<file path="src/rtl/riscv_hazard_unit.sv">
// rtl/riscv_hazard_unit.sv - pipeline hazard detection, forwarding select and event counters
module riscv_hazard_unit (
  input  logic        i_clk,
  input  logic        i_rstn,
  input  logic [4:0]  i_ID_rs1_addr,
  input  logic [4:0]  i_ID_rs2_addr,
  input  logic [4:0]  i_EX_rs1_addr,
  input  logic [4:0]  i_EX_rs2_addr,
  input  logic [4:0]  i_EX_rd_addr,
  input  logic        i_EX_mem_read,
  input  logic        i_EX_pc_src,
  input  logic [4:0]  i_MEM_rd_addr,
  input  logic        i_MEM_reg_write,
  input  logic [4:0]  i_WB_rd_addr,
  input  logic        i_WB_reg_write,
  input  logic        i_cnt_clr,
  output logic        o_StallF,
  output logic        o_StallD,
  output logic        o_FlushD,
  output logic        o_FlushE,
  output logic [1:0]  o_ForwardAE,
  output logic [1:0]  o_ForwardBE,
  output logic [1:0]  o_state,
  output logic [15:0] o_stall_cnt,
  output logic [15:0] o_flush_cnt
);

  typedef enum logic [1:0] {
    ST_RUN   = 2'b00,
    ST_STALL = 2'b01,
    ST_FLUSH = 2'b10
  } state_t;

  state_t      state_q;
  state_t      state_d;
  logic        lu;
  logic        stall_ev;
  logic        mem_wr_ok;
  logic        wb_wr_ok;
  logic [15:0] stall_cnt_q;
  logic [15:0] flush_cnt_q;

  assign lu = i_EX_mem_read && (i_EX_rd_addr != 5'd0) &&
              ((i_EX_rd_addr == i_ID_rs1_addr) || (i_EX_rd_addr == i_ID_rs2_addr));

  // A taken branch squashes the dependent instruction, so it overrides the stall.
  assign stall_ev = lu && !i_EX_pc_src;

  assign mem_wr_ok = i_MEM_reg_write && (i_MEM_rd_addr != 5'd0);
  assign wb_wr_ok  = i_WB_reg_write && (i_WB_rd_addr != 5'd0);

  always_comb begin
    o_StallF    = 1'b0;
    o_StallD    = 1'b0;
    o_FlushD    = 1'b1;
    o_FlushE    = 1'b1;
    o_ForwardAE = 2'b00;
    o_ForwardBE = 2'b00;
    if (i_rstn) begin
      o_StallF = stall_ev;
      o_StallD = stall_ev;
      o_FlushD = i_EX_pc_src;
      o_FlushE = i_EX_pc_src || lu;
      if (mem_wr_ok && (i_MEM_rd_addr == i_EX_rs1_addr))
        o_ForwardAE = 2'b10;
      else if (wb_wr_ok && (i_WB_rd_addr == i_EX_rs1_addr))
        o_ForwardAE = 2'b01;
      if (mem_wr_ok && (i_MEM_rd_addr == i_EX_rs2_addr))
        o_ForwardBE = 2'b10;
      else if (wb_wr_ok && (i_WB_rd_addr == i_EX_rs2_addr))
        o_ForwardBE = 2'b01;
    end
  end

  always_comb begin
    state_d = ST_RUN;
    if (i_EX_pc_src)
      state_d = ST_FLUSH;
    else if (lu)
      state_d = ST_STALL;
  end

  always_ff @(posedge i_clk or negedge i_rstn) begin
    if (!i_rstn)
      state_q <= ST_RUN;
    else
      state_q <= state_d;
  end

  always_ff @(posedge i_clk or negedge i_rstn) begin
    if (!i_rstn) begin
      stall_cnt_q <= 16'd0;
      flush_cnt_q <= 16'd0;
    end else if (i_cnt_clr) begin
      stall_cnt_q <= 16'd0;
      flush_cnt_q <= 16'd0;
    end else begin
      if (stall_ev && (stall_cnt_q != 16'hFFFF))
        stall_cnt_q <= stall_cnt_q + 16'd1;
      if (i_EX_pc_src && (flush_cnt_q != 16'hFFFF))
        flush_cnt_q <= flush_cnt_q + 16'd1;
    end
  end

  assign o_state     = state_q;
  assign o_stall_cnt = stall_cnt_q;
  assign o_flush_cnt = flush_cnt_q;

endmodule

</file>
<file path="config.mk">
export PLATFORM = sky130hd
export DESIGN_NAME = riscv_hazard_unit
export DESIGN_NICKNAME = d
export VERILOG_FILES = /design/src/rtl/riscv_hazard_unit.sv
export SDC_FILE = /design/constraint.sdc
export NUM_CORES = 1
export LEC_CHECK = 0
export CAP_MARGIN = 20
export CORE_MARGIN = 3
export CORE_UTILIZATION = 51
export DETAILED_ROUTE_END_ITERATION = 7
export DONT_BUFFER_PORTS = 1
export PLACE_DENSITY = 0.66
export SLEW_MARGIN = 20
export SYNTH_ARGS = -nofsm -noshare
export SYNTH_HDL_FRONTEND = slang
export SYNTH_SLANG_ARGS = --single-unit
</file>
<file path="constraint.sdc">
create_clock -name i_clk -period 4 [get_ports i_clk]
set_clock_uncertainty 0.1 [all_clocks]
set_input_delay 0.6 -clock i_clk [delete_from_list [all_inputs] [get_ports i_clk]]
set_output_delay 0.6 -clock i_clk [all_outputs]
set_load 0.05 [all_outputs]
</file>
==> flow_summary.ini, run 1 <==
[status]
status = complete, no violations

[yosys]
yosysUniqueCellTypes = 42
seq_area_frac_synth = 0.362
ys_warn_count = 0
avgSynthCellArea_sq_um = 8.97
syn_nets = 306
synth_edf_count = 0
ys_ff_latch = 34
synth-main-ff-cell = dfrtp_1
synth_largest_area_cell = dfrtp_1
ys_top_cells_by_area = dfrtp_1, xor2_1, mux2_1
synthCells = 262
yosysTopAreaCellShare = 0.362
async_flop_share = 1.00
syn_area_sq_mm = 0.00235

[timing]
grt_setup_unrepaired = no
drv_slew = 0
tightest_slew_ps = 802
clock.fmax_mhz = 353
fin_crit_ps = 2830
relSlewSlack = 0.466
hold_viol_final = 0
setup_viol = 0
layout_worst_path_cycle_share = 0.708
fin_setup_tns_ps = 0

[floorplan]
die_w_microns = 73.9
start_util = 0.533
io_pins = 84
die_h_microns = 73.9
num_rows = 24
core_sq_mm = 0.00441
die-area_sq_mm = 0.00546

[cts]
clock_latency_ps = 280
cts_tree = yes
clkTransAtPathRegs_ps = 70
cts.sinks = 34
cts_root_buf = clkbuf_8
cts_resized = 0
cts_buffers = 5
clock_path_buffers = 2
post_cts_buffers = 0
cts.hold.buffers_added = 1
h-tree-depth = 2

[setup_path]
start_kind = input pin
reg2reg_from = o_stall_cnt[0]$_DFFE_PN0P_
worstPathRequired_ps = 3300
setup.worst_path.class = input pin to output pin
crit_family = simple AND/OR/NAND/NOR gates
endpoint_kind = output pin
path_buf_inv = 0
crit_arrival_ps = 2130
worst-path-max-fanout = 19
r2r-end = o_stall_cnt[4]$_DFFE_PN0P_
ff2ff_path_depth = 6
cp_slowest_cell = a22oi_2
path_cells = xor2_1, nor3_1, a22oi_2, nand2b_1, nand3_1
cpPeakStageDelay_ps = 650
worst-r2r-setup-slack_ps = 1390

[grt]
grt_max_degree = 46
grt_pass1_wl_microns = 8930
antenna_found_initial = 0
track_usage = 0.213
grt_pass1_vias = 1914
overflow = 0

[pwr]
switching_power_uw = 176
p_seq_frac = 0.493
ir_drop_uv = 224
combPwrFrac = 0.088
p_int_uw = 558
swShare = 0.240
clkPwrFrac = 0.419
p_per_area_mw_per_mm2 = 289
p_leak_nw = 0.998

[route]
drc_errors = 0
firstDrtPassIters = 4
dr_wl_met3_microns = 654
wl_per_cell_microns = 17.1
top_layer_used = met4
routed_wl_microns = 5430
vias = 1942
met1_length_microns = 2130
antenna_left = 0
wl_met2_microns = 2540
initialDrtViolationCount = 151
vias_per_cell = 6.13

[layout]
antenna_cells = 0
most-common-layout-cells = dfrtp_1, nor2_1, xor2_1
final_net_count = 308
layout_commonest_cell = dfrtp_1
area_delta_synth_final_pct = 8.20
drive_gt1_frac = 0.0717
fillCellCount = 412
fin_util = 0.576

[hold_path]
holdCritPathClass = input pin to asynchronous set/reset pin

[placed_design]
io_buffers = 0
hpwlAfterDp_microns = 4000
place_congestion = 0.795

[job]
cap_violations = 0
-- how the worst max path moves through the flow --
stage               cells past startpoint             end              from  slack, ps
global route                            5        o_FlushE   i_EX_rd_addr[1]       1020
global placement                        5        o_FlushE  i_ID_rs2_addr[1]       1190
CTS                                     5        o_FlushE  i_ID_rs2_addr[1]       1170
finish                                  5        o_FlushE  i_ID_rs2_addr[3]       1170
floorplan                               4  o_ForwardBE[0]  i_MEM_rd_addr[1]        350
detailed placement                      5        o_FlushE  i_ID_rs2_addr[1]       1170
-- routing by layer --
layer,global-route usage,vias up
met4,0.0704,0
met2,0.337,87
met3,0.0876,10
li1,-,948
met5,0,-
met1,0.262,897
-- per-stage QoR --
step                cell area, sq um  hold slack [ps]  power (mW)  std cells  worst slack [ps]
floorplan                       2350              204       0.423        262               349
global placement                2410              206       0.424        308              1190
detailed placement              2410              205       0.425        308              1170
CTS                             2540             40.7       0.749        317              1170
global route                    2540             31.1       0.775        317              1020
finish                          2540             39.4       0.734        317              1170
-- cell families (layout without fill, tap and decap cells) --
group | Yosys count | after routing | share of synthesized area
fa+ha+maj | 2 | 2 | 0.0106
flops | 34 | 34 | 0.362
xor+xnor | 42 | 42 | 0.156
compound gates | 22 | 22 | 0.0687
simple gates | 136 | 136 | 0.315
buf+inv | 12 | 15 | 0.0213
mux | 14 | 14 | 0.0660
-- state kept, by name, indices dropped and copies added (netlist names) --
register and count:
o_flush_cnt 16, o_state 2, o_stall_cnt 16
-- area by class of cell --
| class | instances | area, sq um | area share |
|---|---|---|---|
| inverter | 3 | 11.3 | 0.00443 |
| timing repair buffer | 4 | 42.5 | 0.0167 |
| sequential | 34 | 851 | 0.334 |
| clock buffer | 5 | 68.8 | 0.0271 |
| clock inverter | 3 | 40.0 | 0.0157 |
| tap | 52 | 65.1 | 0.0256 |
| multi-input combinational | 216 | 1470 | 0.576 |
-- power groups by stage --
stage / Combinational, mW / Clock, mW / Sequential [mW]
final: 0.0645 / 0.308 / 0.362
after global routing: 0.0738 / 0.339 / 0.363
after CTS: 0.0660 / 0.322 / 0.362
after detailed placement: 0.0563 / 0 / 0.369
after global placement: 0.0555 / 0 / 0.368
after floorplan: 0.0556 / 0 / 0.367
-- synthesized netlist by cell type, types with 3 or more instances --
cell type	count
mux2_1	12
nand4_1	12
nor3_1	12
nor2b_1	12
nand2b_1	3
nand2_1	13
or3_1	4
clkbuf_1	5
xnor2_1	12
or4_1	5
inv_1	3
dfrtp_1	34
nor4_1	12
xor2_1	30
nand3_1	14
a21oi_1	7
nor3b_1	3
o21ai_0	3
nor2_1	33
and4_1	4
Power figures use the tool's default switching activity.
==> inputs of run 2 (changes only) <==
Settings changed: PLACE_DENSITY 0.66 to 0.69.
Clock period 4 ns to 2.4 ns, I/O delays scaled along.
==> run 2 against run 1 <==
Effect of this change:
- setup slack worse by 1000 ps
- sequential power grew 61%
- sequential share of layout area decreased by 4.1 points
- critical path depth is the same
- die area did not move
- non-clock buffer count increased by 43
==> flow_summary.ini, run 2 (synthesis gave the netlist of run 1 again) <==
[layout]
fillCellCount = 365
fin_util = 0.658
layout_commonest_cell = buf_4
drive_gt1_frac = 0.198
antenna_cells = 0
area_delta_synth_final_pct = 23.5
final_net_count = 351
most-common-layout-cells = buf_4, nor2_1, dfrtp_1

[grt]
grt_pass1_wl_microns = 9290
overflow = 0
track_usage = 0.221
antenna_found_initial = 0
grt_pass1_vias = 2040
grt_max_degree = 46

[route]
antenna_left = 0
initialDrtViolationCount = 120
vias_per_cell = 5.96
routed_wl_microns = 5880
wl_per_cell_microns = 16.3
firstDrtPassIters = 4
drc_errors = 0
vias = 2147

[pwr]
combPwrFrac = 0.129
clkPwrFrac = 0.375
p_per_area_mw_per_mm2 = 406
p_seq_frac = 0.496
swShare = 0.260
p_int_uw = 872
ir_drop_uv = 312
p_total_mw = 1.18
p_leak_nw = 1.22
switching_power_uw = 307

[placed_design]
io_buffers = 0
place_congestion = 0.784
hpwlAfterDp_microns = 4250

[floorplan]
die_h_microns = 73.9
io_pins = 84
start_util = 0.533
die_w_microns = 73.9
die-area_sq_mm = 0.00546
core_sq_mm = 0.00441
num_rows = 24

[timing]
grt_setup_unrepaired = no
fin_setup_tns_ps = 0
layout_worst_path_cycle_share = 0.947
hold_viol_final = 0
relSlewSlack = 0.616
tightest_slew_ps = 571
drv_slew = 0
clock.fmax_mhz = 440
fin_crit_ps = 2270
setup_viol = 0

[cts]
clock_latency_ps = 290
h-tree-depth = 2
cts_resized = 0
cts_tree = yes
clkTransAtPathRegs_ps = 70
cts.sinks = 34
clock_path_buffers = 2
cts_root_buf = clkbuf_8
cts_buffers = 5

[setup_path]
setup.worst_path.class = input pin to output pin
endpoint_kind = output pin
start_kind = input pin
worst-path-max-fanout = 3
crit_arrival_ps = 1810
worstPathRequired_ps = 1940

[job]
cap_violations = 0

[hold_path]
holdCritPathClass = input pin to register

[status]
status = complete, no violations
-- run 2: cell types whose count changed in the layout (fill, tap and decap cells not counted) --
cell           before  now
clkbuf_1            0    1
buf_4               3   42
nor2_2              1    0
dfrtp_1            34   32
clkinv_2            2    1
dlygate4sd3_1       0    2
buf_12              1    3
bufinv_16           1    0
nor2_4              0    1
clkbuf_8            5    6
nor4_2              2    0
nor4_4              0    2
dfrtp_2             0    2
-- run 2: area by class of cell --
class                      instances  area [sq um]  share of cell area
clock inverter                     1          5.00             0.00172
sequential                        34           853               0.294
clock buffer                       7          86.3              0.0297
inverter                           3          11.3             0.00388
timing repair buffer              47           395               0.136
tap                               52          65.1              0.0224
multi-input combinational        216          1490               0.512
-- run 2: metal layers --
layer / wire, microns / GRT usage
met3: 517 / 0.0616
met4: 65 / 0.0644
met1: 2400 / 0.278
met2: 2900 / 0.367
met5: 0 / 0
-- run 2: power groups by stage --
stage	Sequential, mW	Clock (mW)	Combinational (mW)
after floorplan	0.612	0	0.0988
after detailed placement	0.596	0	0.128
after global routing	0.584	0.487	0.167
final	0.584	0.443	0.152
after CTS	0.584	0.459	0.148
after global placement	0.596	0	0.124
-- run 2: what timing repair did --
| item | in CTS | in global routing |
|---|---|---|
| setup buffers | 0 | 4 |
| endpoints found under the setup margin | 0 | 1 |
| hold buffers | 3 | 0 |
| endpoints found under the hold margin | 35 | 0 |
-- run 2: per-stage QoR --
step	instance area (sq um)	cells	hold slack [ps]	setup WS [ps]
global placement	2740	345	-34.6	156
finish	2900	360	36.9	127
floorplan	2390	262	-35.6	91.9
global route	2900	360	20.4	54.3
CTS	2870	356	19.4	120
detailed placement	2740	345	-34.5	134
-- run 2: path summary, 6_finish.rpt --
| path | start | end | slack [ps] | cells after the start |
|---|---|---|---|---|
| setup / recovery | i_MEM_rd_addr[1] | o_ForwardBE[0] | 130 | 5 |
| hold / removal | i_cnt_clr | o_stall_cnt[6]$_DFFE_PN0P_ | 40 | 1 |
| setup reg to reg | o_stall_cnt[0]$_DFFE_PN0P_ | o_stall_cnt[2]$_DFFE_PN0P_ | 250 | 6 |
| hold reg to reg | o_flush_cnt[7]$_DFFE_PN0P_ | o_flush_cnt[7]$_DFFE_PN0P_ | 510 | 2 |
| max in group asynchronous | i_rstn | o_stall_cnt[0]$_DFFE_PN0P_ | 1590 | 2 |
| min in group asynchronous | i_rstn | o_state[0]$_DFF_PN0_ | 410 | 2 |
-- run 2: worst max-delay path, cell delays in order --
cell and delay, ps:
or4_1 500, o21ai_0 280, nor4_1 160, nor4_4 340, buf_12 180
==> inputs of run 3 (changes only) <==
Settings changed: CAP_MARGIN 20 to default, CORE_ASPECT_RATIO from default to 0.8.
==> run 3 against run 2 <==
Effect of this change:
- global-route usage fell by 0.13 points
- non-clock buffer count fell by 2
- highest routed layer unchanged
- worst hold slack barely moved
- setup slack improved by 12 ps
==> flow_summary.ini, run 3 (synthesis gave the netlist of run 1 again) <==
[grt]
grt-busiest-layer = met2
grt_pass1_vias = 1959
antenna_found_initial = 0
grt_max_degree = 46
grt_use_met2 = 0.347
met3_usage = 0.0662
track_usage = 0.219
grt_pass1_wl_microns = 9240
met1_usage = 0.292
overflow = 0

[layout]
fin_area_sq_mm = 0.00290
drive_gt1_frac = 0.196
most-common-layout-cells = buf_4, nor2_1, dfrtp_1
seq_area_sq_um = 853
final_net_count = 349
multi_input_area_sq_mm = 0.00149
fin_cells = 363
fillCellCount = 373
area_delta_synth_final_pct = 23.3
layout_commonest_cell = buf_4
antenna_cells = 0

[floorplan]
die_w_microns = 81.9
io_pins = 84
die-area_sq_mm = 0.00547
die_h_microns = 66.7
core_sq_mm = 0.00431
start_util = 0.546
num_rows = 21

[setup_path]
setup.worst_path.class = input pin to output pin
crit_arrival_ps = 1800
worst-path-max-fanout = 3
worstPathRequired_ps = 1940
start_kind = input pin
endpoint_kind = output pin

[placed_design]
placed_area_sq_mm = 0.00275
io_buffers = 0
dp_slack_ps = 83.0
dp_cells = 350
hpwlAfterDp_microns = 4390
place_congestion = 0.793

[pwr]
p_total_mw = 1.18
p_per_area_mw_per_mm2 = 407
p_leak_nw = 1.21
ir_drop_uv = 541

[cts]
clkTransAtPathRegs_ps = 70
cts_resized = 0
cts.sinks = 34
cts_tree = yes
clock_latency_ps = 290
cts_buffers = 5
cts_root_buf = clkbuf_8
h-tree-depth = 2
clock_path_buffers = 2

[timing]
hold_viol_final = 0
setup_viol = 0
layout_worst_path_cycle_share = 0.942
fin_crit_ps = 2260
grt_setup_unrepaired = no
relSlewSlack = 0.612
drv_slew = 0
fin_ws_ps = 138
fin_setup_tns_ps = 0
tightest_slew_ps = 577
clock.fmax_mhz = 442

[job]
cap_violations = 0

[route]
wl_per_cell_microns = 16.5
antenna_left = 0
drc_errors = 0
initialDrtViolationCount = 107
vias_per_cell = 5.83
vias = 2117
routed_wl_microns = 5970
firstDrtPassIters = 4

[status]
status = complete, no violations

[hold_path]
holdCritPathClass = input pin to register
[run 3: area by class of cell]
class | count | share of cell area
inverter | 3 | 0.00388
timing repair buffer | 45 | 0.131
multi-input combinational | 216 | 0.513
sequential | 34 | 0.294
clock inverter | 2 | 0.00432
tap | 57 | 0.0246
clock buffer | 6 | 0.0285
[run 3: worst max-delay path, cell delays in order]
cell     delay [ps]
or4_1           500
o21ai_0         270
nor4_1          160
nor4_4          340
buf_12          180
[run 3: per-stage QoR]
step	utilization	hold WS, ps
after detailed placement	0.638	-34.7
after floorplan	-	-35.6
after CTS	0.669	22.7
after global routing	0.673	21.9
final	0.673	37.1
after global placement	0.638	-34.6
[run 3: routing by layer]
layer	wire [microns]	vias up	share of wire
li1	-	1026	-
met1	2670	1014	0.45
met2	2740	72	0.46
met3	514	5	0.086
met4	45	0	0.0075
met5	0	-	0
[run 3: worst paths after layout]
path	from	to	slack, ps	cells past startpoint
min in group asynchronous	i_rstn	o_flush_cnt[8]$_DFFE_PN0P_	430	2
worst min-delay path	i_cnt_clr	o_stall_cnt[6]$_DFFE_PN0P_	40	1
worst min register to register	o_flush_cnt[7]$_DFFE_PN0P_	o_flush_cnt[7]$_DFFE_PN0P_	520	2
worst max-delay path	i_MEM_rd_addr[1]	o_ForwardBE[0]	140	5
worst max register to register	o_stall_cnt[0]$_DFFE_PN0P_	o_stall_cnt[0]$_DFFE_PN0P_	260	6
max in group asynchronous	i_rstn	o_stall_cnt[1]$_DFFE_PN0P_	1580	2
[run 3: power by group]
| part | switching [mW] | total (mW) | internal, mW |
|---|---|---|---|
| registers | 0.00690 | 0.584 | 0.578 |
| logic | 0.0892 | 0.150 | 0.0609 |
| clock network | 0.214 | 0.445 | 0.231 |
| total | 0.310 | 1.18 | 0.869 |
[run 3: what timing repair did]
item,CTS,global route
hold endpoints to repair,35,0
endpoints found under the setup margin,0,1
hold buffers,3,0
setup buffers,0,2
